===== config.mk =====
export PLATFORM = sky130hd
export DESIGN_NAME = pp_hop_loader
export DESIGN_NICKNAME = d
export VERILOG_FILES = /design/src/rtl/pp_pkg.sv /design/src/rtl/pp_hop_loader.sv
export SDC_FILE = /design/constraint.sdc
export NUM_CORES = 1
export LEC_CHECK = 0
export ABC_CLOCK_PERIOD_IN_PS = 3200
export BUFFER_PORTS_ARGS = -buffer_cell sky130_fd_sc_hd__buf_2
export CORE_UTILIZATION = 49
export DETAILED_ROUTE_END_ITERATION = 12
export PLACE_DENSITY_LB_ADDON = 0.2
export RECOVER_POWER = 25
export SETUP_SLACK_MARGIN = 0.3
export SLEW_MARGIN = 10
export SYNTH_ARGS = -nofsm -noshare
export SYNTH_HDL_FRONTEND = slang
export SYNTH_SLANG_ARGS = --single-unit

===== constraint.sdc =====
create_clock -name clk -period 3.2 [get_ports clk]
set_input_delay 0.48 -clock clk [delete_from_list [all_inputs] [get_ports clk]]
set_output_delay 0.48 -clock clk [all_outputs]
set_load 0.01 [all_outputs]

===== src/rtl/pp_pkg.sv =====
// pp_pkg: shared types, widths and hop-record helpers for the Path Parser.
package pp_pkg;
    localparam int HOP_BASE          = 16;
    localparam int HOP_BYTES         = 4;
    localparam int HOP_IDX_NBITS     = 6;
    localparam int RCI_NBITS         = 8;
    localparam int PP_META_RCI_NBITS = 8;
    localparam int HOP_TYPE_NBITS    = 3;
    localparam int BP_NBITS          = 8;
    localparam int PATH_DATA_NBITS   = PP_META_RCI_NBITS + HOP_IDX_NBITS;
    localparam int HOP_INFO_NBITS    = HOP_TYPE_NBITS + RCI_NBITS + BP_NBITS;

    localparam logic [HOP_TYPE_NBITS-1:0] HOP_NULL               = 3'd0;
    localparam logic [HOP_TYPE_NBITS-1:0] HOP_START_PROCESS      = 3'd1;
    localparam logic [HOP_TYPE_NBITS-1:0] HOP_PROCESS            = 3'd2;
    localparam logic [HOP_TYPE_NBITS-1:0] HOP_END_PROCESS        = 3'd3;
    localparam logic [HOP_TYPE_NBITS-1:0] HOP_START_THREAD       = 3'd4;
    localparam logic [HOP_TYPE_NBITS-1:0] HOP_THREAD_PROCESS     = 3'd5;
    localparam logic [HOP_TYPE_NBITS-1:0] HOP_END_THREAD         = 3'd6;
    localparam logic [HOP_TYPE_NBITS-1:0] HOP_END_THREAD_PROCESS = 3'd7;

    typedef enum logic [1:0] {IDLE, CLEAR, LOAD, DRAIN} state_t;

    typedef struct packed {
        logic [HOP_TYPE_NBITS-1:0] hop_type;
        logic [RCI_NBITS-1:0]      rci;
        logic [BP_NBITS-1:0]       byte_pointer;
    } hop_info_t;

    // Byte offset of a hop record, wrapped to the byte_pointer field width.
    function automatic logic [BP_NBITS-1:0] hop_byte_ptr(input logic [HOP_IDX_NBITS-1:0] idx);
        logic [31:0] v;
        v = HOP_BASE + 32'(idx) * HOP_BYTES;
        return v[BP_NBITS-1:0];
    endfunction
endpackage


===== src/rtl/pp_hop_loader.sv =====
// pp_hop_loader: loads per-packet hop records into pp_sm's ping-pong hop FIFOs
// and pushes each packet's RCI into the meta FIFO.
module pp_hop_loader
    import pp_pkg::*;
(
    input  logic                         clk,
    input  logic                         rst_n,
    input  logic                         path_valid,
    input  logic                         path_sop,
    input  logic                         path_eop,
    input  logic [PATH_DATA_NBITS-1:0]   path_data,
    output logic                         path_ready,
    output logic                         hop_fifo_reset0,
    output logic                         hop_fifo_reset1,
    output logic                         hop_fifo_wr0,
    output logic                         hop_fifo_wr1,
    output logic [HOP_INFO_NBITS-1:0]    hop_fifo_wdata0,
    output logic [HOP_INFO_NBITS-1:0]    hop_fifo_wdata1,
    input  logic                         hop_fifo_full0,
    input  logic                         hop_fifo_full1,
    input  logic                         hop_fifo_fullm10,
    input  logic                         hop_fifo_fullm11,
    input  logic                         parse_done0,
    input  logic                         parse_done1,
    output logic                         pp_meta_valid,
    output logic [PP_META_RCI_NBITS-1:0] pp_meta_rci,
    output logic                         load_error
);
    state_t                         r_state, w_next;
    logic                           r_wptr;
    logic [1:0]                     r_busy;
    logic [PP_META_RCI_NBITS-1:0]   r_meta_rci;
    logic [HOP_IDX_NBITS-1:0]       r_cur_hop, r_hop_idx;
    logic                           r_wr_prev, r_sat_err;
    logic                           w_full, w_fullm1, w_done, w_in_pkt, w_abort, w_end;
    logic                           w_ready, w_acc, w_hop, w_keep, w_wr, w_sat, w_clear, w_hdr;
    logic [1:0]                     w_set;
    hop_info_t                      w_info;

    assign w_full   = r_wptr ? hop_fifo_full1 : hop_fifo_full0;
    assign w_fullm1 = r_wptr ? hop_fifo_fullm11 : hop_fifo_fullm10;
    assign w_done   = r_wptr ? parse_done1 : parse_done0;
    assign w_in_pkt = (r_state == LOAD) || (r_state == DRAIN);
    // A sop inside a packet closes it without being consumed; it is re-taken in IDLE.
    assign w_abort  = w_in_pkt & path_valid & path_sop;
    assign w_clear  = r_state == CLEAR;

    always_comb begin
        w_ready = 1'b0;
        w_next  = r_state;
        if (r_state == IDLE) begin
            w_ready = ~r_busy[r_wptr];
            w_next  = (path_valid & w_ready & path_sop) ? CLEAR : IDLE;
        end else if (r_state == CLEAR) begin
            w_next = LOAD;
        end else if (r_state == LOAD) begin
            w_ready = ~w_abort & ~w_full & ~(w_fullm1 & r_wr_prev);
            w_next  = (w_abort | (path_valid & w_ready & path_eop)) ? IDLE : w_done ? DRAIN : LOAD;
        end else begin
            w_ready = ~w_abort;
            w_next  = (w_abort | (path_valid & w_ready & path_eop)) ? IDLE : DRAIN;
        end
    end

    assign path_ready = w_ready & rst_n;
    assign w_acc      = path_valid & path_ready;
    assign w_hdr      = (r_state == IDLE) & w_acc & path_sop;
    assign w_hop      = w_in_pkt & w_acc;
    assign w_end      = w_in_pkt & (w_abort | (w_acc & path_eop));
    // Keep hop_idx >= cur_hop_idx-1; written as idx+1 >= cur so cur==0 keeps hop 0.
    assign w_keep     = ({1'b0, r_hop_idx} + 1'b1) >= {1'b0, r_cur_hop};
    assign w_wr       = w_hop & (r_state == LOAD) & w_keep;
    assign w_sat      = w_hop & (&r_hop_idx);
    assign w_set      = w_clear ? (r_wptr ? 2'b10 : 2'b01) : 2'b00;

    always_comb begin
        w_info              = '0;
        w_info.hop_type     = path_data[RCI_NBITS +: HOP_TYPE_NBITS];
        w_info.rci          = path_data[RCI_NBITS-1:0];
        w_info.byte_pointer = hop_byte_ptr(r_hop_idx);
    end

    assign hop_fifo_reset0 = w_clear & ~r_wptr;
    assign hop_fifo_reset1 = w_clear & r_wptr;
    assign hop_fifo_wr0    = w_wr & ~r_wptr;
    assign hop_fifo_wr1    = w_wr & r_wptr;
    assign hop_fifo_wdata0 = hop_fifo_wr0 ? w_info : '0;
    assign hop_fifo_wdata1 = hop_fifo_wr1 ? w_info : '0;
    assign pp_meta_valid   = w_clear;
    assign pp_meta_rci     = r_meta_rci;
    assign load_error      = ((r_state == IDLE) & w_acc & ~path_sop) | w_abort | (w_sat & ~r_sat_err);

    always_ff @(posedge clk or negedge rst_n) begin
        if (!rst_n) begin
            r_state    <= IDLE;
            r_wptr     <= 1'b0;
            r_busy     <= 2'b00;
            r_meta_rci <= '0;
            r_cur_hop  <= '0;
            r_hop_idx  <= '0;
            r_wr_prev  <= 1'b0;
            r_sat_err  <= 1'b0;
        end else begin
            r_state   <= w_next;
            r_wptr    <= r_wptr ^ w_end;
            r_busy    <= (r_busy & ~{parse_done1, parse_done0}) | w_set;
            r_wr_prev <= w_wr;
            if (w_hdr) begin
                r_meta_rci <= path_data[PATH_DATA_NBITS-1 -: PP_META_RCI_NBITS];
                r_cur_hop  <= path_data[HOP_IDX_NBITS-1:0];
                r_hop_idx  <= '0;
                r_sat_err  <= 1'b0;
            end else if (w_hop) begin
                r_hop_idx <= (&r_hop_idx) ? r_hop_idx : r_hop_idx + 1'b1;
                r_sat_err <= r_sat_err | w_sat;
            end
        end
    end

    // A buffer is only claimed once pp_sm has released it, so set and clear never collide.
    always_ff @(posedge clk) begin
        if (rst_n)
            assert ((w_set & {parse_done1, parse_done0}) == 2'b00);
    end
endmodule


# Word-level counts from Yosys, hierarchy flattened
# Cells that the tools add are included.
[totals] latchBits=0 reg_bits=27 word_cells=90 mem_count=0 rom_bits=0 out_inout_bits=53 input_bits=25 mem_bits_rw=0
[classes] n_eq_ne=4 shift=0 reduce_logical=5 mux=24 n_mul=0 add_sub_neg=3 magnitude_cmp=2 bitwise_logic=44 n_div=0
[ops] cell="$mux W19" count=2
[ops] cell="$and A1 B1 Y1" count=27
[ops] cell="$mux W6" count=3
[ops] cell="$mux W2" count=7
[ops] cell="$mux W1" count=12
[ops] cell="$add A5 B8 Y8 const A" count=1
[ops] cell="$add A6 B1 Y7 const B" count=1
[ops] cell="$ge A7 B6 Y1" count=1
[ops] cell="$not A1 Y1" count=7
[ops] cell="$add A6 B1 Y6 const B" count=1
[ops] cell="$or A1 B1 Y1" count=6
[ops] cell="$reduce_and A6 Y1" count=1
[ops] cell="$eq A2 B2 Y1 const B" count=2
[ops] cell="$and A2 B2 Y2" count=1
[ops] cell="$eq A2 B1 Y1 const B" count=1
[ops] cell="$logic_not A2 Y1" count=1
[ops] cell="$lt A1 B2 Y1 const B" count=1
[ops] cell="$ne A2 B2 Y1 const B" count=1
[ops] cell="$not A2 Y2" count=1
[ops] cell="$or A2 B2 Y2" count=1
[ops] cell="$reduce_and A2 Y1" count=1
[ops] cell="$reduce_bool A2 Y1" count=1
[ops] cell="$logic_or A1 B1 Y1" count=1
[ops] cell="$xor A1 B1 Y1" count=1

# Logic depth before layout (Yosys ltp)
[logic_depth] word_depth=17 depth_mapped=10 mapped_depth_nobuf=9

# Worst setup path after synthesis
# No wires, ideal clock.
[synth_path] kind="register to output" from="register r_hop_idx[2]" to="output port hop_fifo_wdata0[6]" setup_slack_ns=0.369 arrival_ns=2.351 path_buffers=1 path_stages_with_launch=11 cell_sequence="dfrtp_1 > ha_1 > nand2_1 > xnor2_1 > ha_1 > a21o_1 > nand2_1 > nand3b_1 > a41oi_1 > clkbuf_1 > nor4_1"
[synth_via] elab_chain_len=5
[synth_rtl] element="start, declared" line="pp_hop_loader.sv:33" text="logic [HOP_IDX_NBITS-1:0] r_cur_hop, r_hop_idx;"
[synth_rtl] element="start signal, assigned" line="pp_hop_loader.sv:114" text="r_hop_idx <= (&r_hop_idx) ? r_hop_idx : r_hop_idx + 1'b1;"
[synth_rtl] element="$add A6 B1 Y7" line="pp_hop_loader.sv:71" text="assign w_keep = ({1'b0, r_hop_idx} + 1'b1) >= {1'b0, r_cur_hop};"
[synth_rtl] element="$ge A7 B6 Y1" line="pp_hop_loader.sv:71"
[synth_rtl] element="$and A1 B1 Y1" line="pp_hop_loader.sv:72" text="assign w_wr = w_hop & (r_state == LOAD) & w_keep;"
[synth_rtl] element="$and A1 B1 Y1" line="pp_hop_loader.sv:85" text="assign hop_fifo_wr0 = w_wr & ~r_wptr;"
[synth_rtl] element="$mux W19 *" line="pp_hop_loader.sv:87" text="assign hop_fifo_wdata0 = hop_fifo_wr0 ? w_info : '0;"
[synth_rtl] element="end, declared" line="pp_hop_loader.sv:17" text="output logic [HOP_INFO_NBITS-1:0] hop_fifo_wdata0,"
# Mark *: on every way between the ends. The rest lies on a longest branch, timed or not.

# Final worst setup path
[layout_path] from="register r_hop_idx[2]" to="output port hop_fifo_wdata0[13]"
[layout_via] elab_chain_len=5
[layout_rtl] element="$add A6 B1 Y7" line="pp_hop_loader.sv:71"
[layout_rtl] element="$ge A7 B6 Y1" line="pp_hop_loader.sv:71"
[layout_rtl] element="$and A1 B1 Y1" line="pp_hop_loader.sv:72"
[layout_rtl] element="$and A1 B1 Y1" line="pp_hop_loader.sv:85"
[layout_rtl] element="$mux W19" line="pp_hop_loader.sv:87"
# Every way passes these cells.

==> metrics.md <==
| Metric | Value |
|---|---|
| Worst skew pair latency | 0.28 ns |
| Post-DP HPWL | around 3400 um |
| Most common cell in the netlist | dfrtp_1 |
| Via count | 2,060 |
| Critical path endpoint category | output pin |
| IO Count | 78 |
| Sequential share of power | 24.4% |
| Wire per inst | roughly 20 um |
| Routed Antenna Nets | 0 |
| Sw Ratio | 43.38% |
| Layout cell share with drive strength beyond 1 | around 57% |
| VDD IR max | 0.5335 mV |
| Setup-failing EPs final | 0 |
| Cts bufs inserted | 3 |
| # DRC | 0 |
| WL met2 | 3474 um |
| Initial DRC Count | 177 |
| NetSw | 1.037 mW |
| Register bit total from synthesis | 27 |
| # diodes | 0 |
| Max clock buf depth | 2 |
| CP peak stage delay | 0.41 ns |
| Die Width | between 60 and 70 um |
| Worst Tran Pin Value | 0.9366 ns |
| Post-synth EDFFs | 0 |
| DR top layer | met4 |
| Fin crit share | 98.91% |
| RSZ-0062 raised after global routing | true |
| Via-per-instance ratio | roughly 6 |
| Nets | 325 |
| Die area | 0.004258 sq mm |
| RD Place Congestion | just over 0.8 |
| Fmax | 316.0 MHz |
| Pin count of the biggest net entering global routing | 31 |
| Slowest-stage cell, CP | dfrtp_2 |
| Status | complete, no violations |
| Hold Crit Class | in -> async |
| DRT Pass-1 Iters | 5 |
| Core box area | 0.003744 sq mm |
| Grt ovf | 0 |
| Area delta synth->final | 54.18% |
| Dpl cell area | 0.002361 sq mm |
| Antenna violations before repair | 0 |
| Setup CP Type | reg -> out |
| Yosys Warn Count | 0 |
| Clk_skew | 0.005153 ns |
| Hold Buf Count CTS | 0 |
| Commonest cells post-synth | 27 x dfrtp_1, 19 x nand2_1, 15 x mux2_2, 14 x nor4b_1, 12 x inv_1 |
| Clock Sinks | 27 |
| Pre-CTS setup slack | 0.2788 ns |
| TritonCTS clock tree | done |
| Wl on met1 | 2618 um |
| Post-synthesis cell type count | 50 |
| Crit-path leading delay family | simple AND/OR/NAND/NOR gates |
| Cells along the critical path | buf_6 -> nand3_2 -> or2_4 -> nand2_1 -> ha_1 -> a21o_1 -> nand2_1 -> nand3b_1 -> a41oi_4 -> buf_12 -> clkbuf_16 -> nor4b_2 -> buf_2 |
| Post-Syn Area per Cell | 9.658 sq um |
| Synth Instances | just over 200 |
| CP arrival | 2.69 ns |
| Die Span Y | between 60 and 70 um |
| Crit path buf inv count | 4 |
| Main area contributors after synthesis | dfrtp_1 34%, mux2_2 8.6%, nor4b_1 6.3% |
| Clock Root Buffer | clkbuf_8 |
| Final-layout fill cell count | between 200 and 250 |
| Post-synth ARST share | 100.0% |
| WL met3 | 419 um |
| Cell area after layout | a little over 0.003 sq mm |
| Clock transition at the registers of the reported paths | 0.10 ns |
| PortBufs | 73 |
| Power density over the cells | 791.2 mW/mm^2 |
| Area leader, netlist | dfrtp_1 |
| Top_reg_cell synth | dfrtp_1 |
| Clock Power Share | 8.4% |
| Critical Path RT | 2.72 ns |
| Post-synth top area share | 34.46% |
| Setup crit start kind | flip-flop |
| Max-slew headroom | 37.56% |
| Max-Cap Viols | 0 |
| Most frequent CP cell | nand2_1 |
| Leakage | ~1.5 nW |
| Final min period | around 3.2 ns |
| Row cnt | 22 |
| Slew Limit Fails | 0 |
| Seq/Total Area, Yosys | 34.46% |
| First-pass GRT wire length | 8832 um |
| H-Tree Level Count | 1 |
| GRT Resource Usage Total | approximately 27% |
| Vias in the first global route | approximately 1,900 |
| Post-Route WL | 6670 um |
| Part of the power in combinational logic | 67.2% |
| Pint | 1.354 mW |
| Worst setup margin | between 0.03 and 0.04 ns |
| Post-Syn Area | 0.001961 sq mm |
| Initial core utilization | approximately 52% |
| CP max FO | 5 |
| Final hold vios | 0 |
==> logic make-up after synthesis <==
group | Yosys count | share of synthesized area, %
AOI/OAI and AO/OA | 31 | 12.38
xor gates and xnor gates | 5 | 2.234
adders and majority gates | 8 | 5.106
buffers and inverters | 32 | 7.848
DFF | 27 | 34.46
muxes | 18 | 10.47
other | 1 | 0.1913
and+or+nand+nor | 81 | 27.31
==> power by group through the flow <==
stage | clock network [mW] | registers (mW) | logic [mW]
after floorplan | 0 | 0.582 | 0.617
after global placement | 0 | 0.579 | 0.873
after detailed placement | 0 | 0.584 | 0.891
after CTS | 0.202 | 0.563 | 1.30
after global routing | 0.218 | 0.597 | 1.70
final | 0.200 | 0.584 | 1.61
==> cell type report <==
class | instances | area (sq um) | share of cell area [%]
Multi-Input combinational cell | 147 | 1448 | 47.89
Inverter | 13 | 48.80 | 1.614
Clock buffer | 4 | 45.04 | 1.490
Sequential cell | 27 | 678.2 | 22.43
Timing Repair Buffer | 100 | 743.2 | 24.59
Tap cell | 48 | 60.06 | 1.987
==> per-stage QoR <==
stage / hold WS [ns] / power, mW / utilization [%] / std cells / setup TNS, ns
finish: 0.2836 / 2.392 / 80.75 / 339 / 0
CTS: 0.1095 / 2.069 / 73.13 / 332 / 0
floorplan: 0.1844 / 1.199 / - / 206 / 0
global placement: 0.4075 / 1.453 / 63.07 / 313 / 0
global route: 0.3402 / 2.512 / 80.75 / 339 / -0.2657
detailed placement: 0.4113 / 1.474 / 63.07 / 313 / 0
==> registers in the layout (all words and copies together), names as in the netlist <==
name and cells:
r_hop_idx 6, r_state 2, r_wptr 1, r_busy 2
r_wr_prev 1, pp_meta_rci 8, r_cur_hop 6, r_sat_err 1
==> worst paths after layout <==
kind	start	endpoint	slack, ns	cells after the start
setup / recovery	r_hop_idx[2]$_DFFE_PN0P_	hop_fifo_wdata0[13]	0.03	13
hold / removal	rst_n	r_wr_prev$_DFF_PN0_	0.28	1
setup reg to reg	r_wptr$_DFF_PN0_	r_hop_idx[4]$_DFFE_PN0P_	0.67	7
hold reg to reg	r_sat_err$_DFFE_PN0P_	r_sat_err$_DFFE_PN0P_	0.50	1
max in group asynchronous	rst_n	r_hop_idx[2]$_DFFE_PN0P_	1.53	2
min in group clk	parse_done0	r_busy[0]$_DFF_PN0_	0.40	2
==> metal layers <==
layer,vias up,global-route usage (%)
li1,906,-
met1,1018,32.38
met2,111,50.64
met3,25,5.035
met4,0,4.891
met5,-,0
==> cell usage in the layout (no fill, tap or decap), types with 3 or more instances in the layout <==
| cell type | synthesis | routed |
|---|---|---|
| nor2_1 | 7 | 5 |
| nor4b_4 | 0 | 4 |
| nor3_4 | 0 | 5 |
| a21o_1 | 3 | 3 |
| nor3_2 | 3 | 3 |
| and2_1 | 3 | 3 |
| buf_12 | 0 | 3 |
| nor3_1 | 9 | 4 |
| mux2_2 | 15 | 15 |
| clkbuf_8 | 0 | 3 |
| nor3b_2 | 6 | 6 |
| o21ai_0 | 7 | 7 |
| ha_4 | 0 | 3 |
| nor4b_2 | 0 | 9 |
| ha_1 | 8 | 5 |
| clkbuf_1 | 8 | 3 |
| conb_1 | 1 | 4 |
| nand2b_1 | 4 | 4 |
| nand4_1 | 3 | 3 |
| inv_1 | 12 | 12 |
| buf_6 | 1 | 6 |
| o21a_1 | 3 | 3 |
| dfrtp_1 | 27 | 25 |
| buf_4 | 6 | 13 |
| buf_2 | 3 | 70 |
| nand2_1 | 19 | 18 |
| buf_16 | 0 | 4 |
==> repair_timing <==
action                     CTS  global route
gates cloned                 4             2
gates resized for setup     27            37
setup buffers               11             5
setup endpoints to repair   36            37
pin swaps                    6            16
Note: power is estimated with default switching activity, not from simulation.
